`config.mk`:
```
export PLATFORM = sky130hd
export DESIGN_NAME = ysyx_23060136_exu_div_ctrl
export DESIGN_NICKNAME = d
export VERILOG_FILES = /design/src/rtl/ysyx_23060136_exu_div_ctrl.sv
export SDC_FILE = /design/constraint.sdc
export NUM_CORES = 1
export LEC_CHECK = 0
export ABC_AREA = 1
export CAP_MARGIN = 10
export CORE_AREA = 2 2 179 181
export CTS_CLUSTER_DIAMETER = 150
export CTS_CLUSTER_SIZE = 30
export DETAILED_ROUTE_END_ITERATION = 16
export DIE_AREA = 0 0 181 183
export PLACE_DENSITY = 0.7
export SYNTH_ARGS = -nofsm -noshare
export SYNTH_HDL_FRONTEND = slang
export SYNTH_SLANG_ARGS = --single-unit
```
`constraint.sdc`:
```
create_clock -name clk -period 4.9 [get_ports clk]
set_clock_uncertainty 0.05 [all_clocks]
set_input_delay 0.735 -clock clk [delete_from_list [all_inputs] [get_ports clk]]
set_output_delay 0.735 -clock clk [all_outputs]
set_load 0.03 [all_outputs]
```
`src/rtl/ysyx_23060136_exu_div_ctrl.sv`:
```
// Requester-side controller for the EXU iterative divider. Handles div-by-zero and overflow locally, and issues other ops to the divider.
// Results are ready 1 cycle after accept (special) or after div_out_valid. It holds div_valid/res_valid until div_ready/res_ready; flush aborts, draining a busy divider.
module ysyx_23060136_exu_div_ctrl (
    input  logic        clk,
    input  logic        rst,
    input  logic        flush,
    input  logic        op_valid,
    output logic        op_ready,
    input  logic [1:0]  op_sel,
    input  logic        op_w,
    input  logic [63:0] src1,
    input  logic [63:0] src2,
    output logic        res_valid,
    input  logic        res_ready,
    output logic [63:0] result,
    output logic [63:0] dividend,
    output logic [63:0] divisor,
    output logic        div_valid,
    output logic        divw,
    output logic        div_signed,
    input  logic        div_ready,
    input  logic        div_out_valid,
    input  logic [63:0] quotient,
    input  logic [63:0] remainder
);

    localparam int ysyx_23060136_BITS_W = 64;

    typedef enum logic [2:0] {
        S_IDLE,
        S_ISSUE,
        S_WAIT,
        S_DONE,
        S_DRAIN
    } state_e;

    state_e                          state_q, state_d;
    logic                            rem_q, rem_d;
    logic                            w_q, w_d;
    logic [ysyx_23060136_BITS_W-1:0] dividend_q, dividend_d;
    logic [ysyx_23060136_BITS_W-1:0] divisor_q, divisor_d;
    logic                            divw_q, divw_d;
    logic                            div_signed_q, div_signed_d;
    logic [ysyx_23060136_BITS_W-1:0] result_q, result_d;
    logic                            div_valid_q;
    logic                            res_valid_q;

    logic                            accept;
    logic                            op_sgn;
    logic [ysyx_23060136_BITS_W-1:0] opa, opb;
    logic                            div_zero, div_ovf;

    function automatic logic [63:0] pick_res(input logic rem, input logic w,
                                             input logic [63:0] q, input logic [63:0] r);
        logic [63:0] sel;
        sel = rem ? r : q;
        return w ? {{32{sel[31]}}, sel[31:0]} : sel;
    endfunction

    assign op_ready   = (state_q == S_IDLE);
    assign res_valid  = res_valid_q;
    assign result     = result_q;
    assign div_valid  = div_valid_q;
    assign dividend   = dividend_q;
    assign divisor    = divisor_q;
    assign divw       = divw_q;
    assign div_signed = div_signed_q;

    always_comb begin
        accept = op_valid && (state_q == S_IDLE) && !flush;
        op_sgn = ~op_sel[0];
        if (op_w) begin
            opa = op_sgn ? {{32{src1[31]}}, src1[31:0]} : {32'b0, src1[31:0]};
            opb = op_sgn ? {{32{src2[31]}}, src2[31:0]} : {32'b0, src2[31:0]};
        end else begin
            opa = src1;
            opb = src2;
        end
        div_zero = (opb == '0);
        // W operands are already sign-extended, so the low word alone identifies INT32_MIN / -1.
        div_ovf  = op_sgn && (op_w ? (opa[31:0] == 32'h8000_0000 && opb[31:0] == 32'hFFFF_FFFF)
                                   : (opa == {1'b1, 63'b0} && opb == '1));
    end

    always_comb begin
        state_d      = state_q;
        rem_d        = rem_q;
        w_d          = w_q;
        dividend_d   = dividend_q;
        divisor_d    = divisor_q;
        divw_d       = divw_q;
        div_signed_d = div_signed_q;
        result_d     = result_q;
        case (state_q)
            S_IDLE: begin
                if (accept) begin
                    if (div_zero) begin
                        result_d = pick_res(op_sel[1], op_w, '1, opa);
                        state_d  = S_DONE;
                    end else if (div_ovf) begin
                        result_d = pick_res(op_sel[1], op_w, opa, '0);
                        state_d  = S_DONE;
                    end else begin
                        rem_d        = op_sel[1];
                        w_d          = op_w;
                        dividend_d   = opa;
                        divisor_d    = opb;
                        divw_d       = op_w;
                        div_signed_d = op_sgn;
                        state_d      = S_ISSUE;
                    end
                end
            end
            S_ISSUE: begin
                if (div_ready) begin
                    state_d = flush ? S_DRAIN : S_WAIT;
                end else if (flush) begin
                    state_d = S_IDLE;
                end
            end
            S_WAIT: begin
                if (div_out_valid) begin
                    if (flush) begin
                        state_d = S_IDLE;
                    end else begin
                        result_d = pick_res(rem_q, w_q, quotient, remainder);
                        state_d  = S_DONE;
                    end
                end else if (flush) begin
                    state_d = S_DRAIN;
                end
            end
            S_DONE: begin
                if (flush || res_ready) begin
                    state_d = S_IDLE;
                end
            end
            S_DRAIN: begin
                if (div_out_valid) begin
                    state_d = S_IDLE;
                end
            end
            default: state_d = S_IDLE;
        endcase
    end

    always_ff @(posedge clk) begin
        if (rst) begin
            state_q      <= S_IDLE;
            rem_q        <= 1'b0;
            w_q          <= 1'b0;
            dividend_q   <= '0;
            divisor_q    <= '0;
            divw_q       <= 1'b0;
            div_signed_q <= 1'b0;
            result_q     <= '0;
            div_valid_q  <= 1'b0;
            res_valid_q  <= 1'b0;
        end else begin
            state_q      <= state_d;
            rem_q        <= rem_d;
            w_q          <= w_d;
            dividend_q   <= dividend_d;
            divisor_q    <= divisor_d;
            divw_q       <= divw_d;
            div_signed_q <= div_signed_d;
            result_q     <= result_d;
            div_valid_q  <= (state_d == S_ISSUE);
            res_valid_q  <= (state_d == S_DONE);
        end
    end

endmodule

```
==> out/metrics.yaml, run 1 <==
hold_depth: 2
synth_area_per_cell_um2: 5.987
syn2layout_area_growth_pct: 44.93
drt_iter0_markers: 1391
dp_slack_ns: 0.7116
rrSetupSlack_ns: 1.76
ir_drop_v: 0.0001921
finalCriticalPeriod_ns: 3.736
htreeDepth: 4
setup_viol: 0
status: "completed"
tns_ns: 0
die_h_um: 183
r2r_cells: 12
post-cts-setup-buffers: 0
synth.yosys.seq_area_share: 0.3446
port_buffers: 462
cts_made_buffers: 17
antenna_found_initial: 4
drt-total-wl_um: 49840
cpMostUsedCell: "nand2_1"
cts_buffer_depth: 2
gp_congestion: 0.9111
setup.worst_path.end_class: "flop"
tritoncts: "yes"
track_usage: 0.2873
maxCapViolCount: 0
hp-class: "reg2reg"
drive_above_1_share: 0.03303
root_buffer: "clkbuf_16"
drt_first_pass_iters: 6
crit_path_max_incr_delay_ns: 0.78
cp.required_ns: 5.20
hp-start: "divisor[28]"
setup_ws_ns: 1.164
yosysWarnings: 0
fin_total_pwr_mw: 4.259
multi_input_area_um2: 6511
slew_viol_final: 0
vias: 14136
viasPerCell: 5.224
grt_pass1_wl_um: 74520
num-nets-final: 2554
syn_area_um2: 11620
initial_core_util: 0.3721
fillers: 3106
seqCellArea_um2: 4005
leakage_nw: 6.754
hold_buffers: 0
hold_viol: 0
ys_ff_latch: 200
dieArea_um2: 33120
finalCritPeriodShare: 0.7625
final_core_util: 0.5393
worstPathMaxFanout: 62
clock.fmax_mhz: 267.7
reg2reg_to: "result[59]"
instances_no_fill: 2706
cts.sinks: 200
ioPinCount: 463
r2r_start: "state_q[1]"
synth_nets: 2207
grt_max_degree: 131
dp.cells: 2671
ys_types: 33
insertion_delay_ns: 0.46
coreArea_um2: 31230
synthesis.instances: 1941
cp-start-kind: "primary input"
routedWlPerCell_um: 18.42
fp-row-count: 65
grt_pass1_vias: 12611
overflow: 0
cellPowerDensity_nw_per_um2: 252.9
cp_slowest_cell: "nand2_2"
drc: 0
tightest_slew_ns: 1.101
clk_pin_slew_ns: 0.07
stdcell_area_um2: 16840
critical_path_class: "in2reg"
hpwl_um: 36370
placed_area_um2: 16260
relSlewSlack: 0.2643
rsz0062_at_grt: "no"
ant_nets: 0
holdWs_ns: 0.4108
cts_resized: 0
arrival_ns: 4.03
path_cells: "clkdlybuf4s50_1 -> buf_4 -> inv_4 -> nand2_1 -> nand2_1 -> nor2_1 -> nand2_1 -> nor2_1 -> nand2_1 -> nor2_1 -> nand2_1 -> nand2_2 -> nand2_1 -> nand3_2 -> nand2_2 -> nand2_1 -> nand2_1 -> nor2_1"
die_width_um: 181
holdPathEnd: "divisor[28]"
==> state kept, by name, summed over array words and instances, names as in the netlist <==
signal      cells
dividend       64
divisor        64
result         64
state_q         3
div_signed      1
div_valid       1
divw            1
rem_q           1
res_valid       1
==> area by class of cell <==
cell class / count / area share
multi-input cells: 1474 / 0.3866
repair buffers: 482 / 0.2856
flip-flops and latches: 200 / 0.2378
well taps: 402 / 0.02987
clock buffers: 19 / 0.02630
inverters: 113 / 0.02548
clock inverters: 13 / 0.007875
diodes: 3 / 0.0004458
==> how the worst max path moves through the flow <==
stage	from	slack, ns	end	cells after the start
3_5_place_dp	op_w	0.71	result[51]	16
5_1_grt	op_w	0.81	result[51]	18
6_report	op_w	1.16	result[59]	18
4_1_cts	op_w	1.20	result[51]	16
3_3_place_gp	op_w	0.83	result[40]	17
2_1_floorplan	op_w	2.34	result[41]	19
==> metal layers <==
layer / vias up / global-route usage / wire [um]
met1: 6457 / 0.3876 / 21680
met4: 2 / 0.09431 / 1320
li1: 6995 / - / -
met5: - / 0 / 13
met3: 67 / 0.05500 / 3744
met2: 615 / 0.4632 / 23080
==> report_power, final <==
group	switching (mW)	internal [mW]
Combinational	0.616	0.456
Sequential	0.0387	1.69
Clock	0.721	0.733
Total	1.38	2.88
==> critical path: cells and delay by family <==
kind / cells / cell delay, ns
AND/OR/NAND/NOR: 15 / 2.15
buffers and inverters: 3 / 1.07
==> cells in the mapped netlist, drive strengths merged <==
master | number | area, um^2
and2 | 1 | 6.260
dfxtp | 200 | 4004
a21boi | 1 | 7.510
nand4 | 11 | 68.82
a21oi | 242 | 1226
nor2 | 309 | 1172
o311ai | 3 | 26.28
nand3 | 217 | 1096
or3 | 1 | 6.260
mux2i | 1 | 10.01
nor4 | 2 | 12.51
nand2 | 534 | 2014
nor3 | 5 | 30.03
buf | 60 | 346.6
clkbuf | 94 | 352.8
o31ai | 29 | 217.7
nor3b | 1 | 7.510
o21ai | 116 | 580.6
a211oi | 1 | 7.510
inv | 113 | 426.7
==> logic make-up (layout without fill, tap and decap cells) <==
logic type,after synthesis,after routing,share of synthesized area
simple gates,1081,1081,0.3799
compound gates,392,392,0.1778
buf+inv,267,627,0.09691
flops,200,200,0.3446
mux,1,1,0.0008615
other cells,0,3,0
==> cells in the final DEF (no fill, tap or decap), types with 4 or more instances in the layout <==
master | synthesis | layout
dfxtp_1 | 200 | 199
nand4_1 | 11 | 11
clkbuf_16 | 0 | 17
o21ai_0 | 92 | 92
o31ai_1 | 29 | 29
a21oi_1 | 240 | 240
nand3_1 | 215 | 215
o21ai_1 | 24 | 24
nand2_1 | 530 | 530
inv_6 | 0 | 6
inv_2 | 7 | 7
nor3_1 | 4 | 4
nor2_1 | 306 | 304
buf_4 | 13 | 18
clkdlybuf4s50_1 | 0 | 461
inv_1 | 105 | 104
(Power assumes the default switching activity.)
==> run 2, diff against run 1 <==
PLACE_DENSITY = 0.73   (was 0.7)
clock period = 3.38 ns   (was 4.9 ns; I/O delays follow)
==> run 2 against run 1 <==
Compared with the run above:
- register-to-register slack got worse by 0.93 ns
- critical endpoint is now result[28]
- combinational power rose by 49%
- routed wire length fell by 1.5%
- largest cell class unchanged
- worst setup slack got worse by 0.89 ns
- largest power group unchanged
- critical path depth rose by 1
==> out/metrics.yaml, run 2 (synthesized netlist as in run 1, its figures left out) <==
finalCritPeriodShare: 0.9193
die_width_um: 181  # unchanged
die_h_um: 183  # unchanged
dieArea_um2: 33120  # unchanged
ioPinCount: 463  # unchanged
cp.required_ns: 3.72  # -1.48 ns
wl_met1_um: 21290  # -1.8%
gp_congestion: 0.9504  # +4.3%
grt_pass1_wl_um: 74580  # about the same
tritoncts: "yes"
syn2layout_area_growth_pct: 49.19
drt_first_pass_iters: 6  # unchanged
leakage_nw: 7.025  # +4.0%
r2r_cells: 8  # -4
routed-wl-met3_um: 3608  # -3.6%
post-cts-setup-buffers: 0  # unchanged
layout_commonest_cell: "nand2_1"
insertion_delay_ns: 0.45  # about the same
cts_buffer_depth: 2  # unchanged
hpwl_um: 36830  # +1.3%
ir_drop_v: 0.0003348  # +74%
hold_viol: 0  # unchanged
slew_viol_final: 0  # unchanged
cellPowerDensity_nw_per_um2: 360.5  # +43%
holdWs_ns: 0.4136  # +0.002770 ns
antenna_found_initial: 2  # -2
relSlewSlack: 0.2924  # +0.02810
drt_iter0_markers: 1349  # -3.0%
cp-start-kind: "primary input"
root_buffer: "clkbuf_16"
hold_buffers: 0  # unchanged
drt-total-wl_um: 49080  # -1.5%
tightest_slew_ns: 1.061  # -0.03948 ns
setup.worst_path.end_class: "flop"
placed_area_um2: 16730  # +2.9%
ant_nets: 0  # unchanged
drc: 0  # unchanged
cts_resized: 0  # unchanged
cts_made_buffers: 17  # unchanged
grt_max_degree: 81  # -38%
htreeDepth: 4  # unchanged
worstPathMaxFanout: 65  # +4.8%
coreArea_um2: 31230  # unchanged
track_usage: 0.2851  # -0.002186
rsz0062_at_grt: "no"
stdcell_area_um2: 17340  # +2.9%
hp-class: "reg2reg"
status: "completed"
setup_viol: 0  # unchanged
fp-row-count: 65  # unchanged
routedWlPerCell_um: 17.83  # -3.2%
hold_depth: 2  # unchanged
drive_above_1_share: 0.05319  # +0.02016
finalCriticalPeriod_ns: 3.107
maxCapViolCount: 0  # unchanged
grt_pass1_vias: 13007  # +3.1%
viasPerCell: 5.199  # -0.48%
critical_path_class: "in2reg"
routed.top_layer: "met5"
clk_pin_slew_ns: 0.08  # about the same
arrival_ns: 3.44  # -0.59 ns
initial_core_util: 0.3721  # unchanged
vias: 14313  # +1.3%
port_buffers: 462  # unchanged
num-nets-final: 2603  # +1.9%
cts.sinks: 200  # unchanged
mostFrequentLayoutCells: "530 x nand2_1, 461 x clkdlybuf4s50_1, 304 x nor2_1, 240 x a21oi_1, 215 x nand3_1"
overflow: 0  # unchanged
clock.fmax_mhz: 321.8
wl_met2_um: 22460  # -2.7%
==> run 2: critical path, cell delays in order <==
cell and delay, ns:
clkdlybuf4s50_1 0.65, inv_4 0.08, buf_12 0.17, nand2_1 0.17
nand2_1 0.08, nor2_1 0.16, nand2_1 0.08, nor2_1 0.20
buf_4 0.14, nand2_1 0.06, nor2_1 0.10, nand2_1 0.08
nand2_2 0.06, nand2_1 0.08, nand3_2 0.14, buf_12 0.27
buf_4 0.18, a21oi_1 0.05, nor2_1 0.12
==> run 2: final timing paths <==
path	slack [ns]	startpoint	end
setup reg to reg	0.83	state_q[0]	dividend[40]
setup / recovery	0.27	op_w	result[28]
hold reg to reg	0.41	dividend[1]	dividend[1]
hold / removal	0.41	dividend[1]	dividend[1]
==> run 2: metrics by stage <==
stage	setup TNS, ns	instances	power, mW	setup WS (ns)	utilization
after floorplan	0	1941	3.359	1.027	-
final	0	2753	6.250	0.2726	0.5551
after global placement	-2.886	2720	4.139	-0.07866	0.5356
after detailed placement	-6.959	2720	4.147	-0.1257	0.5356
after global routing	0	2752	6.523	0.1109	0.5550
after CTS	0	2752	6.291	0.3381	0.5550
==> run 2: power by group <==
group          internal [mW]  switching (mW)
sequential              2.46          0.0635
clock                   1.07            1.07
combinational          0.699           0.888
==> run 2: area by class of cell <==
class	count	area, um^2
clock inverters	14	177.7
repair buffers	531	5278
clock buffers	18	429.2
diodes	1	2.502
flip-flops and latches	200	4005
inverters	113	429.2
well taps	402	503.0
fillers	3046	13890
multi-input cells	1474	6511
==> run 2: metal layers <==
layer / global-route usage / vias up
li1: - / 7083
met1: 0.3826 / 6531
met2: 0.4612 / 613
met3: 0.05322 / 82
met4: 0.09789 / 4
met5: 0 / -
==> run 3, diff against run 2 <==
ABC_CLOCK_PERIOD_IN_PS = 3380   (was default)
CELL_PAD_IN_SITES_DETAIL_PLACEMENT = 1   (was default)
CELL_PAD_IN_SITES_GLOBAL_PLACEMENT = 1   (was default)
CORE_AREA = 2 2 215 217   (was 2 2 179 181)
DIE_AREA = 0 0 217 219   (was 0 0 181 183)
PLACE_DENSITY = default   (was 0.73)
PLACE_DENSITY_LB_ADDON = 0.1   (was default)
==> run 3 against run 2 <==
Compared with the run above:
- largest power group unchanged
- highest routed layer unchanged
- hold slack barely moved
- die area rose by 43%
- global-route usage fell by 5.0 points
- utilization fell by 16 points
- first-iteration DRC count fell by 46%
- sequential share of layout area fell by 0.34 points
- worst setup slack got worse by 0.0065 ns
==> out/metrics.yaml, run 3 (synthesized netlist as in run 1, its figures left out) <==
track_usage: 0.2352  # -0.04994
status: "completed"
hold_viol: 0  # unchanged
routedWlPerCell_um: 19.19  # +7.7%
drive_above_1_share: 0.05324  # about the same
crit_path_max_incr_delay_ns: 0.63  # -0.02 ns
hpwl_um: 43150  # +17%
root_buffer: "clkbuf_16"
cellPowerDensity_nw_per_um2: 361.5  # +0.28%
viasPerCell: 4.783  # -8.0%
clk_pin_slew_ns: 0.08  # about the same
hp-start: "dividend[19]"
cts_buffer_depth: 2  # unchanged
antenna_found_initial: 3  # +1
num-nets-final: 2601  # -0.077%
syn2layout_area_growth_pct: 51.43
grt_pass1_wl_um: 85030  # +14%
grt_max_degree: 81  # unchanged
cp.required_ns: 3.76  # +0.04 ns
ant_nets: 0  # unchanged
layout_commonest_cell: "nand2_1"
hp-class: "reg2reg"
finalCriticalPeriod_ns: 3.114  # +0.006455 ns
path_cells: "clkdlybuf4s50_1 -> inv_4 -> buf_12 -> nand2_1 -> inv_2 -> nor2_1 -> nand4_1 -> nor2_1 -> nand2_1 -> nor2_4 -> inv_2 -> buf_12 -> a21oi_1 -> nor2_1 -> nand3_1 -> nand2_1 -> nor2_1"
fp-row-count: 78  # +20%
dieArea_um2: 47520  # +43%
mostFrequentLayoutCells: "530 x nand2_1, 461 x clkdlybuf4s50_1, 304 x nor2_1, 240 x a21oi_1, 215 x nand3_1"
rrSetupSlack_ns: 0.73  # -0.10 ns
final_core_util: 0.3902  # -0.1648
drt_first_pass_iters: 5  # -1
post-cts-setup-buffers: 0  # unchanged
cts_resized: 0  # unchanged
coreArea_um2: 45090  # +44%
ioPinCount: 463  # unchanged
crit_family: "buffers and inverters"
rsz0062_at_grt: "no"
hold_depth: 2  # unchanged
drc: 0  # unchanged
setup.worst_path.end_class: "flop"
arrival_ns: 3.50  # +0.06 ns
cp-start-kind: "primary input"
port_buffers: 462  # unchanged
leakage_nw: 7.021  # about the same
maxCapViolCount: 0  # unchanged
worstPathMaxFanout: 36  # -45%
overflow: 0  # unchanged
grt_pass1_vias: 14283  # +9.8%
reg2reg_to: "result[10]"
r2r_cells: 11  # +3
cts.sinks: 200  # unchanged
finalCritPeriodShare: 0.9212  # +0.001910
clock.fmax_mhz: 321.1  # -0.21%
cp_slowest_cell: "clkdlybuf4s50_1"
cts_made_buffers: 17  # unchanged
vias: 14111  # -1.4%
setup_viol: 0  # unchanged
r2r_start: "state_q[0]"
initial_core_util: 0.2577  # -0.1144
tritoncts: "yes"
critPathBufInv: 6  # unchanged
die_width_um: 217  # +20%
hold_buffers: 0  # unchanged
drt-total-wl_um: 56620  # +15%
cpMostUsedCell: "nor2_1"
insertion_delay_ns: 0.50  # +0.05 ns
die_h_um: 219  # +20%
gp_congestion: 0.8602  # -9.5%
tightest_slew_ns: 1.146  # +0.08445 ns
relSlewSlack: 0.2361  # -0.05630
htreeDepth: 4  # unchanged
drt_iter0_markers: 729  # -46%
fin_total_pwr_mw: 6.361  # +1.8%
ir_drop_v: 0.0003164  # -5.5%
holdPathEnd: "dividend[19]"
slew_viol_final: 0  # unchanged
critical_path_class: "in2reg"
## run 3: worst reg2reg max path, stage by stage, from the launching register on
cell     delay [ns]
dfxtp_1        0.36
nor2_1         0.11
inv_1          0.06
nor2_1         0.37
nand3_1        0.27
inv_4          0.38
nor2_1         0.13
nor2_4         0.20
buf_12         0.33
nand3_1        0.17
nand2_1        0.07
nor2_1         0.05
## run 3: layout make-up
cell class,instances,area [um^2]
fillers,5767,27490
inverters,113,430.4
clock inverters,13,152.6
clock buffers,19,452.9
repair buffers,529,5288
diodes,2,5.005
well taps,600,750.7
multi-input cells,1474,6511
flip-flops and latches,200,4005
## run 3: worst max path at each step
stage	start	endpoint	slack, ns	depth (start not counted)
floorplan	state_q[0]	result[41]	1.03	12
global placement	op_w	result[20]	-0.26	17
detailed placement	op_w	result[20]	-0.27	17
CTS	op_w	result[20]	0.27	17
global route	op_w	result[20]	0.08	17
finish	op_w	result[20]	0.27	17
## run 3: metal layers
layer  up-vias  global-route usage  part of all wire
met5         -                   0           0.00023
met4         2             0.07192             0.022
met3        53             0.05835             0.058
met2       327              0.3802              0.46
met1      6641              0.3079              0.46
li1       7088                   -                 -
## run 3: metrics by stage
| step | setup TNS, ns | instance area (um^2) | setup WS [ns] | hold slack, ns | instances |
|---|---|---|---|---|---|
| 2_1_floorplan | 0 | 11620 | 1.027 | 0.5352 | 1941 |
| 3_3_place_gp | -11.69 | 16990 | -0.2576 | 0.3969 | 2916 |
| 3_5_place_dp | -12.87 | 16990 | -0.2673 | 0.4033 | 2916 |
| 4_1_cts | 0 | 17590 | 0.2748 | 0.4078 | 2948 |
| 5_1_grt | 0 | 17600 | 0.07712 | 0.4324 | 2950 |
| 6_report | 0 | 17600 | 0.2662 | 0.4139 | 2950 |
## run 3: power breakdown
part / switching, mW / internal [mW] / total (mW)
Sequential: 0.0636 / 2.46 / 2.52
Clock: 1.12 / 1.09 / 2.21
Combinational: 0.921 / 0.709 / 1.63
